===== src/rtl/seq_shifter_pkg.sv =====
// Shared types for the multi-cycle shifter.
// Modes, FSM states and the reserved-mode test.
package shift_pkg;

  typedef enum logic [2:0] {
    SLL = 3'd0,
    SRL = 3'd1,
    SRA = 3'd2,
    ROL = 3'd3,
    ROR = 3'd4
  } mode_e;

  typedef enum logic [1:0] {
    IDLE  = 2'd0,
    SHIFT = 2'd1,
    DONE  = 2'd2
  } state_e;

  function automatic logic is_reserved(logic [2:0] m);
    return m > 3'd4;
  endfunction

endpackage


===== src/rtl/seq_shifter_if.sv =====
// Request/result bundle between a client and seq_shifter.
// Sized by the operand width n.
interface seq_shifter_if #(
  parameter int n = 8
);
  logic                 en;
  logic                 start;
  logic [2:0]           mode;
  logic [$clog2(n)-1:0] amt;
  logic [n-1:0]         in;
  logic [n-1:0]         out;
  logic                 busy;
  logic                 done;
  logic                 err;

  modport master (
    output en, start, mode, amt, in,
    input  out, busy, done, err
  );

  modport slave (
    input  en, start, mode, amt, in,
    output out, busy, done, err
  );
endinterface


===== src/rtl/seq_shifter_step.sv =====
// One shift step of up to `step` positions.
// Purely combinational; reserved modes pass work through.
module shift_step_unit
  import shift_pkg::*;
#(
  parameter int n    = 8,
  parameter int step = 1
) (
  input  logic [n-1:0]                work,
  input  logic [2:0]                  mode,
  input  logic [$clog2(step+1)-1:0]   k,
  output logic [n-1:0]                res
);

  logic [2*n-1:0] dbl;

  always_comb begin
    dbl = '0;
    res = work;
    case (mode)
      SLL: res = work << k;
      SRL: res = work >> k;
      SRA: res = $unsigned($signed(work) >>> k);
      ROL: begin
        dbl = {work, work} << k;
        res = dbl[2*n-1:n];
      end
      ROR: begin
        dbl = {work, work} >> k;
        res = dbl[n-1:0];
      end
      default: res = work;
    endcase
  end

endmodule


===== src/rtl/seq_shifter.sv =====
// Multi-cycle shifter: latches a request, shifts up to
// `step` bits per enabled clock, pulses done with the result.
module seq_shifter
  import shift_pkg::*;
#(
  parameter int n    = 8,
  parameter int step = 1
) (
  input  logic          clk,
  input  logic          rst,
  seq_shifter_if.slave  bus
);

  localparam int aw = $clog2(n);
  localparam int kw = $clog2(step + 1);
  localparam logic [aw-1:0] stepw = aw'(step);

  state_e         state, state_n;
  logic [n-1:0]   work, work_n;
  logic [n-1:0]   out_q, out_n;
  logic [n-1:0]   shifted;
  logic [aw-1:0]  rem, rem_n;
  logic [aw-1:0]  kx;
  logic [2:0]     mode_q, mode_n;
  logic           err_q, err_n;

  assign kx = (rem > stepw) ? stepw : rem;

  shift_step_unit #(
    .n    (n),
    .step (step)
  ) u_step (
    .work (work),
    .mode (mode_q),
    .k    (kw'(kx)),
    .res  (shifted)
  );

  assign bus.out  = out_q;
  assign bus.busy = (state == SHIFT);
  assign bus.done = (state == DONE);
  assign bus.err  = err_q;

  always_comb begin
    state_n = state;
    work_n  = work;
    rem_n   = rem;
    mode_n  = mode_q;
    out_n   = out_q;
    err_n   = 1'b0;
    case (state)
      IDLE, DONE: begin
        state_n = IDLE;
        if (bus.start) begin
          work_n = bus.in;
          rem_n  = bus.amt;
          mode_n = bus.mode;
          // nothing to shift: finish on the accept edge
          if (bus.amt == '0 || is_reserved(bus.mode)) begin
            state_n = DONE;
            out_n   = bus.in;
            err_n   = is_reserved(bus.mode);
          end else begin
            state_n = SHIFT;
          end
        end
      end
      SHIFT: begin
        work_n = shifted;
        rem_n  = rem - kx;
        if (rem == kx) begin
          out_n   = shifted;
          state_n = DONE;
        end
      end
      default: state_n = IDLE;
    endcase
  end

  always_ff @(posedge clk) begin
    if (rst) begin
      state  <= IDLE;
      work   <= '0;
      rem    <= '0;
      mode_q <= '0;
      out_q  <= '0;
      err_q  <= 1'b0;
    end else if (bus.en) begin
      state  <= state_n;
      work   <= work_n;
      rem    <= rem_n;
      mode_q <= mode_n;
      out_q  <= out_n;
      err_q  <= err_n;
    end
  end

endmodule


===== src/flat_wrapper.sv =====
// flat-port wrapper written by rule: the top's interface ports become plain ports
module seq_shifter_flat import shift_pkg::*;
#(
  parameter int n    = 8,
  parameter int step = 1
)
  (clk, rst, bus_en, bus_start, bus_mode, bus_amt, bus_in, bus_out, bus_busy, bus_done, bus_err);
  seq_shifter_if #(.n(n)) bus_i ();
  input  logic clk;
  input  logic rst;
  input wire logic [$bits(bus_i.en)-1:0] bus_en;
  input wire logic [$bits(bus_i.start)-1:0] bus_start;
  input wire logic [$bits(bus_i.mode)-1:0] bus_mode;
  input wire logic [$bits(bus_i.amt)-1:0] bus_amt;
  input wire logic [$bits(bus_i.in)-1:0] bus_in;
  output wire logic [$bits(bus_i.out)-1:0] bus_out;
  output wire logic [$bits(bus_i.busy)-1:0] bus_busy;
  output wire logic [$bits(bus_i.done)-1:0] bus_done;
  output wire logic [$bits(bus_i.err)-1:0] bus_err;
  assign bus_i.en = bus_en;
  assign bus_i.start = bus_start;
  assign bus_i.mode = bus_mode;
  assign bus_i.amt = bus_amt;
  assign bus_i.in = bus_in;
  assign bus_out = bus_i.out;
  assign bus_busy = bus_i.busy;
  assign bus_done = bus_i.done;
  assign bus_err = bus_i.err;
  seq_shifter #(.n(n), .step(step)) u_core (.clk(clk), .rst(rst), .bus(bus_i));
endmodule

===== config.mk =====
export PLATFORM = sky130hd
export DESIGN_NAME = seq_shifter_flat
export DESIGN_NICKNAME = d
export VERILOG_FILES = /design/src/rtl/seq_shifter_pkg.sv /design/src/rtl/seq_shifter_if.sv /design/src/rtl/seq_shifter_step.sv /design/src/rtl/seq_shifter.sv /design/src/flat_wrapper.sv
export SDC_FILE = /design/constraint.sdc
export NUM_CORES = 1
export LEC_CHECK = 0
export CORE_UTILIZATION = 55
export DETAILED_ROUTE_END_ITERATION = 10
export PLACE_DENSITY = 0.92
export SYNTH_ARGS = -nofsm -noshare
export SYNTH_HDL_FRONTEND = slang
export SYNTH_SLANG_ARGS = --single-unit
export TNS_END_PERCENT = 10

===== constraint.sdc =====
create_clock -name clk -period 2.85 [get_ports clk]
set_input_delay 0.4275 -clock clk [delete_from_list [all_inputs] [get_ports clk]]
set_output_delay 0.4275 -clock clk [all_outputs]
set_load 0.01 [all_outputs]

# ---- Word-level counts from Yosys, hierarchy flattened
# Cells that the tools add are included.
dict set report classes {
  add_sub_neg 1
  n_mul 0
  div 0
  n_lt_le_gt_ge 2
  eq_ne 10
  n_shift 5
  muxes 17
  n_bitwise 0
  n_reduce_logical 10
}
# operator count
set ops {}
lappend ops {{case mux 8 bit (5 select lines)} 1}
lappend ops {{2-to-1 mux 8 bit} 4}
lappend ops {{case mux 8 bit (2 select lines)} 2}
lappend ops {{<< shifter 16 x 1 -> 16 bit} 1}
lappend ops {{>> shifter 16 x 1 -> 8 bit} 1}
lappend ops {{<< shifter 8 x 1 -> 8 bit} 1}
lappend ops {{>> shifter 8 x 1 -> 8 bit} 1}
lappend ops {{>>> shifter 8 x 1 -> 8 bit} 1}
lappend ops {{equality test 3 x 2 -> 1 bit, second input constant} 2}
lappend ops {{zero test 3 bit} 2}
lappend ops {{2-to-1 mux 2 bit} 3}
lappend ops {{2-to-1 mux 3 bit} 2}
lappend ops {{case mux 3 bit (2 select lines)} 1}
lappend ops {{AND reduction 3 bit} 2}
lappend ops {{AND reduction 5 bit} 1}
lappend ops {{!= test 2 x 1 -> 1 bit, second input constant} 2}
lappend ops {{case mux 2 bit (2 select lines)} 1}
lappend ops {{equality test 3 x 1 -> 1 bit, second input constant} 1}
lappend ops {{equality test 3 bit} 1}
lappend ops {{equality test 3 bit, second input constant} 1}
lappend ops {{> comparator 3 x 1 -> 1 bit, second input constant} 1}
lappend ops {{> comparator 3 bit, second input constant} 1}
lappend ops {{2-to-1 mux 1 bit} 3}
lappend ops {{subtractor 3 bit} 1}
lappend ops {{other kinds (8)} 8}
dict set report totals {
  reg_bits 25
  latch_bits 0
  ramBits 0
  romBits 0
  word_cells 51
  memories 0
}

# ---- Longest topological paths before layout
# Gate-level depths: netlist of the first run.
dict set report depth {
  depth_word 6
  mapped_depth 8
}

# ---- Cells and area by module
# Synthesis of the first run repeated with hierarchy kept, for this count alone.
dict set report hier_totals {
  cells_unflattened 175
  hier_area_um2 1521.5
}
# mod n_inst cells_per_inst area_each_um2
set modules_own_cells {}
lappend modules_own_cells {seq_shifter 1 126 1178.6}
lappend modules_own_cells {shift_step_unit 1 49 342.8}

# ---- Worst setup path before layout of the first run
# OpenSTA, ideal clock, no wires.
dict set report synth_timing {
  path_type {register -> register}
  startpoint {reg u_core.rem[2]}
  endpoint {reg u_core.out_q[0], in the netlist u_core.bus.out[0]}
  setup_time_ps 88
  arrival_time_ps 1684
  setup_slack_ps 1078
  path_stages_with_launch 9
  path_buffers 2
  synth_period_minus_slack_ps 1772
  cell_sequence {dfxtp_1 > o21bai_1 > ha_1 > nor2b_1 > and3_1 > buf_6 > or2_1 > buf_6 > a311oi_2}
}
dict set report synth_via {
  elab_chain_len 6
  word_cells_on_any_way 13
  classes_between {order compare (1); eq/ne (2); shift (5); mux (4); reduce/logical (1)}
}
# element line
set synth_rtl {}
lappend synth_rtl {{from (decl)} seq_shifter.sv:22} ;# logic [aw-1:0] rem, rem_n;
lappend synth_rtl {{from (signal assigned)} seq_shifter.sv:91} ;# rem <= rem_n;
lappend synth_rtl {{> comparator 3 x 1 -> 1 bit} seq_shifter.sv:27} ;# assign kx = (rem > stepw) ? stepw : rem;
lappend synth_rtl {{2-to-1 mux 3 bit} seq_shifter.sv:27}
lappend synth_rtl {{>> shifter 16 x 1 -> 8 bit (tied with other cells)} seq_shifter_step.sv:29} ;# dbl = {work, work} >> k;
lappend synth_rtl {{case mux 8 bit (5 select lines)} seq_shifter_step.sv:20} ;# case (mode)
lappend synth_rtl {{2-to-1 mux 8 bit} seq_shifter.sv:71} ;# if (rem == kx) begin
lappend synth_rtl {{case mux 8 bit (2 select lines)} seq_shifter.sv:51} ;# case (state)
lappend synth_rtl {{to (signal assigned)} seq_shifter.sv:93} ;# out_q <= out_n;
lappend synth_rtl {{to (decl)} seq_shifter.sv:20} ;# logic [n-1:0] out_q, out_n;
# Parallel ways exist; a longest one is shown, timed or not. The select of a mux whose other input is x is not followed.
# A chain may end at the register's enable or synchronous reset.

# ---- Worst setup path after layout of the first run
dict set report layout_timing {
  startpoint {reg u_core.state[0]}
  endpoint {out bus_busy}
}
dict set report layout_via {
  elab_chain_len 1
}
# element line
set layout_rtl {}
lappend layout_rtl {{from (decl)} seq_shifter.sv:18} ;# state_e state, state_n;
lappend layout_rtl {{from (signal assigned)} seq_shifter.sv:89} ;# state <= state_n;
lappend layout_rtl {{equality test 2 x 1 -> 1 bit} seq_shifter.sv:40} ;# assign bus.busy = (state == SHIFT);
lappend layout_rtl {{to (decl)} flat_wrapper.sv:17} ;# output wire logic [$bits(bus_i.busy)-1:0] bus_busy;
# Every way passes these cells.

==> results.toml, run 1 <==
[run_status]
run_status = "complete, no violations"

[pwr]
power_leakage_nw = 0.651
logic_gate_share_of_total_power_pct = 26.6
net-switching-power_w = 0.000248
clock_power_share_pct = 21.3
cell_internal_pwr_w = 0.000528
cellPowerDensity_nw_per_um2 = 445
sw_share_pct = 31.9
p_seq_share_pct = 52.1
worst_vdd_rail_ir_drop_uv = 391

[worst_setup_path]
worst_setup_path_startpoint = "u_core.state[0]"
r2r_end = "u_core.bus.out[2]"
setup.worst_path.start_class = "flop"
worstSetupEndpoint = "bus_busy"
timing.critical_path.arrival_ns = 1.83
regToRegStartpoint = "u_core.rem[1]"
critPathSlowestCell = "clkdlybuf4s50_1"
critical_path.max_fanout = 14
rr_worst_depth = 6
cp-end-kind = "output port"
crit_path_cell_trace = "nand2b_4 -> inv_2 -> clkdlybuf4s50_1"
crit_type = "reg2out"
crit_required_ns = 2.42
critPathMaxStageDelay_ns = 0.59
ff2ff_setup_slack_ns = 0.80

[routing]
drt-met1-wl_um = 1720
detailroute.via_count = 1480
initial_drt_pass_iterations = 4
maxUsedRoutingLayer = "met4"
wl_met2_um = 1820
ant_nets = 0
dr_wl_met3_um = 219
post_drt_wl_per_cell_um = 17.1
wl_final_um = 3840
drc = 0
first_iter_violations = 62
average_via_count_per_standard_cell = 6.61

[global_routing]
first_global_vias = 1380
grt_max_degree = 19
grt_util_all_layers_pct = 30.5
grt_first_pass_wirelength_um = 6250
grt_antenna_before_repair = 0
global_route_total_overflow = 0

[timing]
worst_hold_slack_ns = 0.517
period_share_pct = 79.2
setup_tns_ns = 0
max_slew_margin_pct = 61.3
rsz0062_at_grt = "no"
fin_worst_skew_ns = 0.00390
final_period_minus_worst_setup_slack_ns = 2.26
timing_max_transition_violations_final = 0
fin_ws_ns = 0.594
timing.final.setup_violations = 0
max_clock_freq_mhz = 443
max_slew.worst_pin.slew_ns = 0.580
hold_viol = 0

[placement]
gp_congestion = 0.935
buffer_ports.inserted = 28
post-dp-hpwl_um = 2720
pre_cts_slack_ns = 0.532
placement.cell_area_um2 = 1720

[logic_synthesis]
syn_nets = 192
syn_area_um2 = 1450
yosysUniqueCellTypes = 48
synthesis.instances = 172
syn_avg_cell_area_um2 = 8.45
yosys_register_bits = 25
synth_enable_flop_cells = 0
synth_seq_area_share_pct = 34.5
synth_most_common_cell = "dfxtp_1"
postSynth.asyncResetShare_pct = 0
yosys.area.top_type = "dfxtp_1"
share_of_the_synthesized_area_in_the_top_cell_type_pct = 34.5
synthesis_warnings = 0
synthFlopType = "dfxtp_1"
leading_post_synthesis_cells_by_cell_area = "dfxtp_1, o21ai_0, a311oi_1, o2111ai_1, a31oi_1"
synth_common_cells = "dfxtp_1, o21ai_0, nand2_1, nor2_1, inv_1"

[hold_path]
hold_crit_path_type = "reg2reg"

[clocking]
tritoncts = "yes"
clk_path_buf_depth = 2
clkSlewWorstSetupHoldPaths_ns = 0.14
post_cts_buffers = 0
clock_sink_total = 25
tritoncts.num_buffers = 3
ctsHtreeMaxLevel = 1
cts_hold_buf = 0
post_cts_resized = 0
clock_latency_ns = 0.33
clock_tree.root_cell = "clkbuf_4"

[floorplanning]
core_area_um2 = 2480
dieArea_um2 = 2850
floorplan.io_pins = 29
overall_die_width_um = 53.4
placement_rows = 18
dieHeight_um = 53.4
start_util_pct = 58.6

[finish]
finalNetCount = 215
fraction_of_layout_cells_with_a_size_suffix_above_1_pct = 7.73
fin_area_um2 = 1740
number_of_antenna_cells_inserted = 0
area_growth_pct = 20.1
seq_area_um2 = 500
layout.core_utilization_pct = 70.4
multi_input_comb_area_um2 = 847
count_of_fill_cells_added_during_filler_insertion = 203

[run]
cap_violations = 0
-- stage by stage --
stage          power (W)  instances
2_1_floorplan   0.000539        172
3_3_place_gp    0.000604        220
3_5_place_dp    0.000613        220
4_1_cts         0.000772        224
5_1_grt         0.000810        224
6_report        0.000776        224
-- metal layers --
layer	vias up	global-route usage, %
li1	699	-
met1	707	39.0
met2	63	50.2
met3	11	4.60
met4	0	12.3
met5	-	0
-- layout make-up --
| cell class | count | area share (%) |
|---|---|---|
| multi-input combinational | 125 | 48.6 |
| clock buffer | 4 | 1.51 |
| tap | 30 | 2.15 |
| timing repair buffer | 30 | 16.9 |
| sequential | 25 | 28.7 |
| inverter | 10 | 2.15 |
-- placed cells by master (no fill, tap or decap), drive strengths merged, types with 2 or more instances in the layout --
master         instances
mux2i                  3
buf                    2
nand2                 12
clkbuf                 4
dfxtp                 25
o21bai                 5
o211ai                 2
a311oi                 9
a211oi                 2
nand3                  2
a21oi                  4
o21ai                 16
o2111ai                7
nand4                  3
o21a                   2
clkdlybuf4s50         28
or3                    3
nor2b                  4
ha                     2
o221ai                 2
inv                   10
nor2                  12
nand2b                 2
a31oi                  8
mux2                   2
nor3                   9
-- state kept, by name, summed over array words and instances, names as in the netlist --
register	cells
u_core.bus.err	1
u_core.rem	3
u_core.work	8
u_core.bus.out	8
u_core.state	2
u_core.mode_q	3
-- power groups by stage --
| stage | clock (W) | sequential (W) | combinational, W |
|---|---|---|---|
| 2_1_floorplan | 0 | 0.000403 | 0.000136 |
| 3_3_place_gp | 0 | 0.000408 | 0.000196 |
| 3_5_place_dp | 0 | 0.000410 | 0.000203 |
| 4_1_cts | 0.000166 | 0.000403 | 0.000204 |
| 5_1_grt | 0.000176 | 0.000408 | 0.000227 |
| 6_report | 0.000165 | 0.000404 | 0.000207 |
-- worst max-delay path, delay by kind of cell (launching register included) --
| family | cells | cell delay (ns) |
|---|---|---|
| buf+inv | 2 | 0.84 |
| flops | 1 | 0.48 |
| simple gates | 1 | 0.17 |
-- logic make-up after synthesis --
| group | synth area share, % |
|---|---|
| compound gates | 31.5 |
| xor+xnor | 1.21 |
| fa+ha+maj | 2.41 |
| buf+inv | 7.23 |
| flops | 34.5 |
| mux | 3.62 |
| simple gates | 19.6 |
-- how the worst min path moves through the flow --
stage,from,endpoint,depth (start not counted)
2_1_floorplan,u_core.work[7],u_core.work[7],2
3_3_place_gp,u_core.bus.err,u_core.bus.err,2
3_5_place_dp,u_core.bus.err,u_core.bus.err,2
4_1_cts,u_core.bus.out[7],u_core.bus.out[7],2
5_1_grt,u_core.bus.out[7],u_core.bus.out[7],2
6_report,u_core.bus.err,u_core.bus.err,2
(Power assumes the default switching activity.)
==> run 2: changes to the inputs <==
- CORE_UTILIZATION: 55 -> 51
- PLACE_DENSITY: 0.92 -> 0.87
- clock period: 2.85 -> 2.15 ns (I/O delays scaled with it)
==> run 2 against run 1 <==
Compared with the run above: wire length grew 2.5%; via count up 1.7%; global-route usage is 3.6 points lower; critical path depth did not move; die area grew 7.6%; cell area rose by 1.4%; setup slack lost 0.50 ns; critical endpoint unchanged; largest cell class unchanged; highest routed layer unchanged.
==> results.toml, run 2 (synthesis gave the netlist of run 1 again) <==
[run_status]
run_status = "complete, no violations"

[pwr]
cell_internal_pwr_w = 0.000702
power_leakage_nw = 0.669
net-switching-power_w = 0.000332
worst_vdd_rail_ir_drop_uv = 424
cellPowerDensity_nw_per_um2 = 585
logic_gate_share_of_total_power_pct = 27.1
clock_power_share_pct = 21.2
p_seq_share_pct = 51.8
sw_share_pct = 32.1

[timing]
hold_viol = 0
period_share_pct = 95.7
max_clock_freq_mhz = 486
timing.final.setup_violations = 0
fin_worst_skew_ns = 0.00617
setup_tns_ns = 0
final_period_minus_worst_setup_slack_ns = 2.06
fin_ws_ns = 0.0916
rsz0062_at_grt = "no"
timing_max_transition_violations_final = 0
max_slew_margin_pct = 61.4
max_slew.worst_pin.slew_ns = 0.577

[finish]
layout_commonest_cell = "clkdlybuf4s50_1"
fin_area_um2 = 1770
fraction_of_layout_cells_with_a_size_suffix_above_1_pct = 10.2
finalNetCount = 218
number_of_antenna_cells_inserted = 0
area_growth_pct = 21.8
commonest_cells_after_routing_fill_and_taps_aside = "clkdlybuf4s50_1, dfxtp_1, o21ai_0, nand2_1, nor2_1"

[worst_setup_path]
crit_type = "reg2out"
timing.critical_path.arrival_ns = 1.74
critical_path.max_fanout = 14
setup.worst_path.start_class = "flop"
crit_required_ns = 1.83
rr_worst_depth = 6
r2r_end = "u_core.bus.out[1]"
regToRegStartpoint = "u_core.rem[2]"
ff2ff_setup_slack_ns = 0.20
cp-end-kind = "output port"

[global_routing]
grt_util_all_layers_pct = 26.9
grt_antenna_before_repair = 0
grt_use_met1_pct = 31.5
grtUsageMet2_pct = 46.8
use_met3_pct = 4.45
grt_first_pass_wirelength_um = 6660
first_global_vias = 1501
grt_most_used_layer = "met2"
grt_max_degree = 19
global_route_total_overflow = 0

[hold_path]
hold_crit_path_type = "reg2reg"
worst_hold_stages = 2
hold_start = "u_core.bus.out[7]"
hold-path-endpoint = "u_core.bus.out[7]"

[floorplanning]
placement_rows = 18
floorplan.io_pins = 29
overall_die_width_um = 55.4
start_util_pct = 56.1
core_area_um2 = 2590
dieArea_um2 = 3070
dieHeight_um = 55.4

[routing]
average_via_count_per_standard_cell = 6.63
detailroute.via_count = 1505
drc = 0
post_drt_wl_per_cell_um = 17.3
wl_final_um = 3940
initial_drt_pass_iterations = 5
ant_nets = 0
first_iter_violations = 87

[run]
cap_violations = 0

[placement]
gp_congestion = 0.907
buffer_ports.inserted = 28
placement.cell_area_um2 = 1740
pre_cts_slack_ns = 0.175
post-dp-hpwl_um = 2840

[clocking]
cts_hold_buf = 0
clk_path_buf_depth = 2
post_cts_resized = 0
clock_latency_ns = 0.33
clock_tree.root_cell = "clkbuf_4"
tritoncts.num_buffers = 3
tritoncts = "yes"
ctsHtreeMaxLevel = 1
post_cts_buffers = 0
clkSlewWorstSetupHoldPaths_ns = 0.14
clock_sink_total = 25
[run 2: layer usage]
layer / routed length (um) / vias up
met2: 1940 / 71
li1: - / 702
met5: 0 / -
met1: 1600 / 714
met3: 292 / 18
met4: 110 / 0
[run 2: metrics by stage]
step / std cells / hold WS, ns / util, % / power (W)
floorplan: 172 / 0.466 / - / 0.000714
detailed placement: 223 / 0.484 / 67.2 / 0.000820
global placement: 223 / 0.464 / 67.2 / 0.000801
global route: 227 / 0.559 / 68.3 / 0.00109
CTS: 227 / 0.503 / 68.3 / 0.00103
finish: 227 / 0.502 / 68.3 / 0.00103
[run 2: worst max-delay path, stage by stage, from the launching register on]
cell             delay [ns]
dfxtp_1                0.35
nand2b_4               0.23
inv_2                  0.24
clkdlybuf4s50_1        0.59
[run 2: how the worst max path moves through the flow]
stage | from | depth (start not counted) | to | slack [ns]
finish | u_core.state[1] | 3 | bus_busy | 0.09
global route | u_core.state[1] | 3 | bus_busy | 0.03
CTS | u_core.state[0] | 3 | bus_busy | 0.02
detailed placement | bus_amt[1] | 5 | u_core.bus.out[2] | 0.17
global placement | bus_amt[1] | 5 | u_core.bus.out[6] | 0.22
floorplan | u_core.rem[2] | 8 | u_core.bus.out[0] | 0.38
[run 2: area by class of cell]
| cell class | instances | area [um^2] |
|---|---|---|
| clock buffers | 3 | 22.5 |
| fillers | 213 | 821 |
| multi-input cells | 125 | 847 |
| flip-flops and latches | 25 | 502 |
| repair buffers | 33 | 318 |
| well taps | 30 | 37.5 |
| inverters | 10 | 37.5 |
| clock inverters | 1 | 5.00 |
[run 2: power groups by stage]
stage	combinational, W	clock, W	sequential, W
global route	0.000306	0.000243	0.000540
finish	0.000280	0.000219	0.000535
floorplan	0.000181	0	0.000534
global placement	0.000261	0	0.000540
detailed placement	0.000276	0	0.000544
CTS	0.000277	0.000221	0.000534
==> run 3: changes to the inputs <==
- CAP_MARGIN: not set -> 5
==> results of run 3 <==
Same layout as run 2: the final DEF is identical, and so are final timing and power.
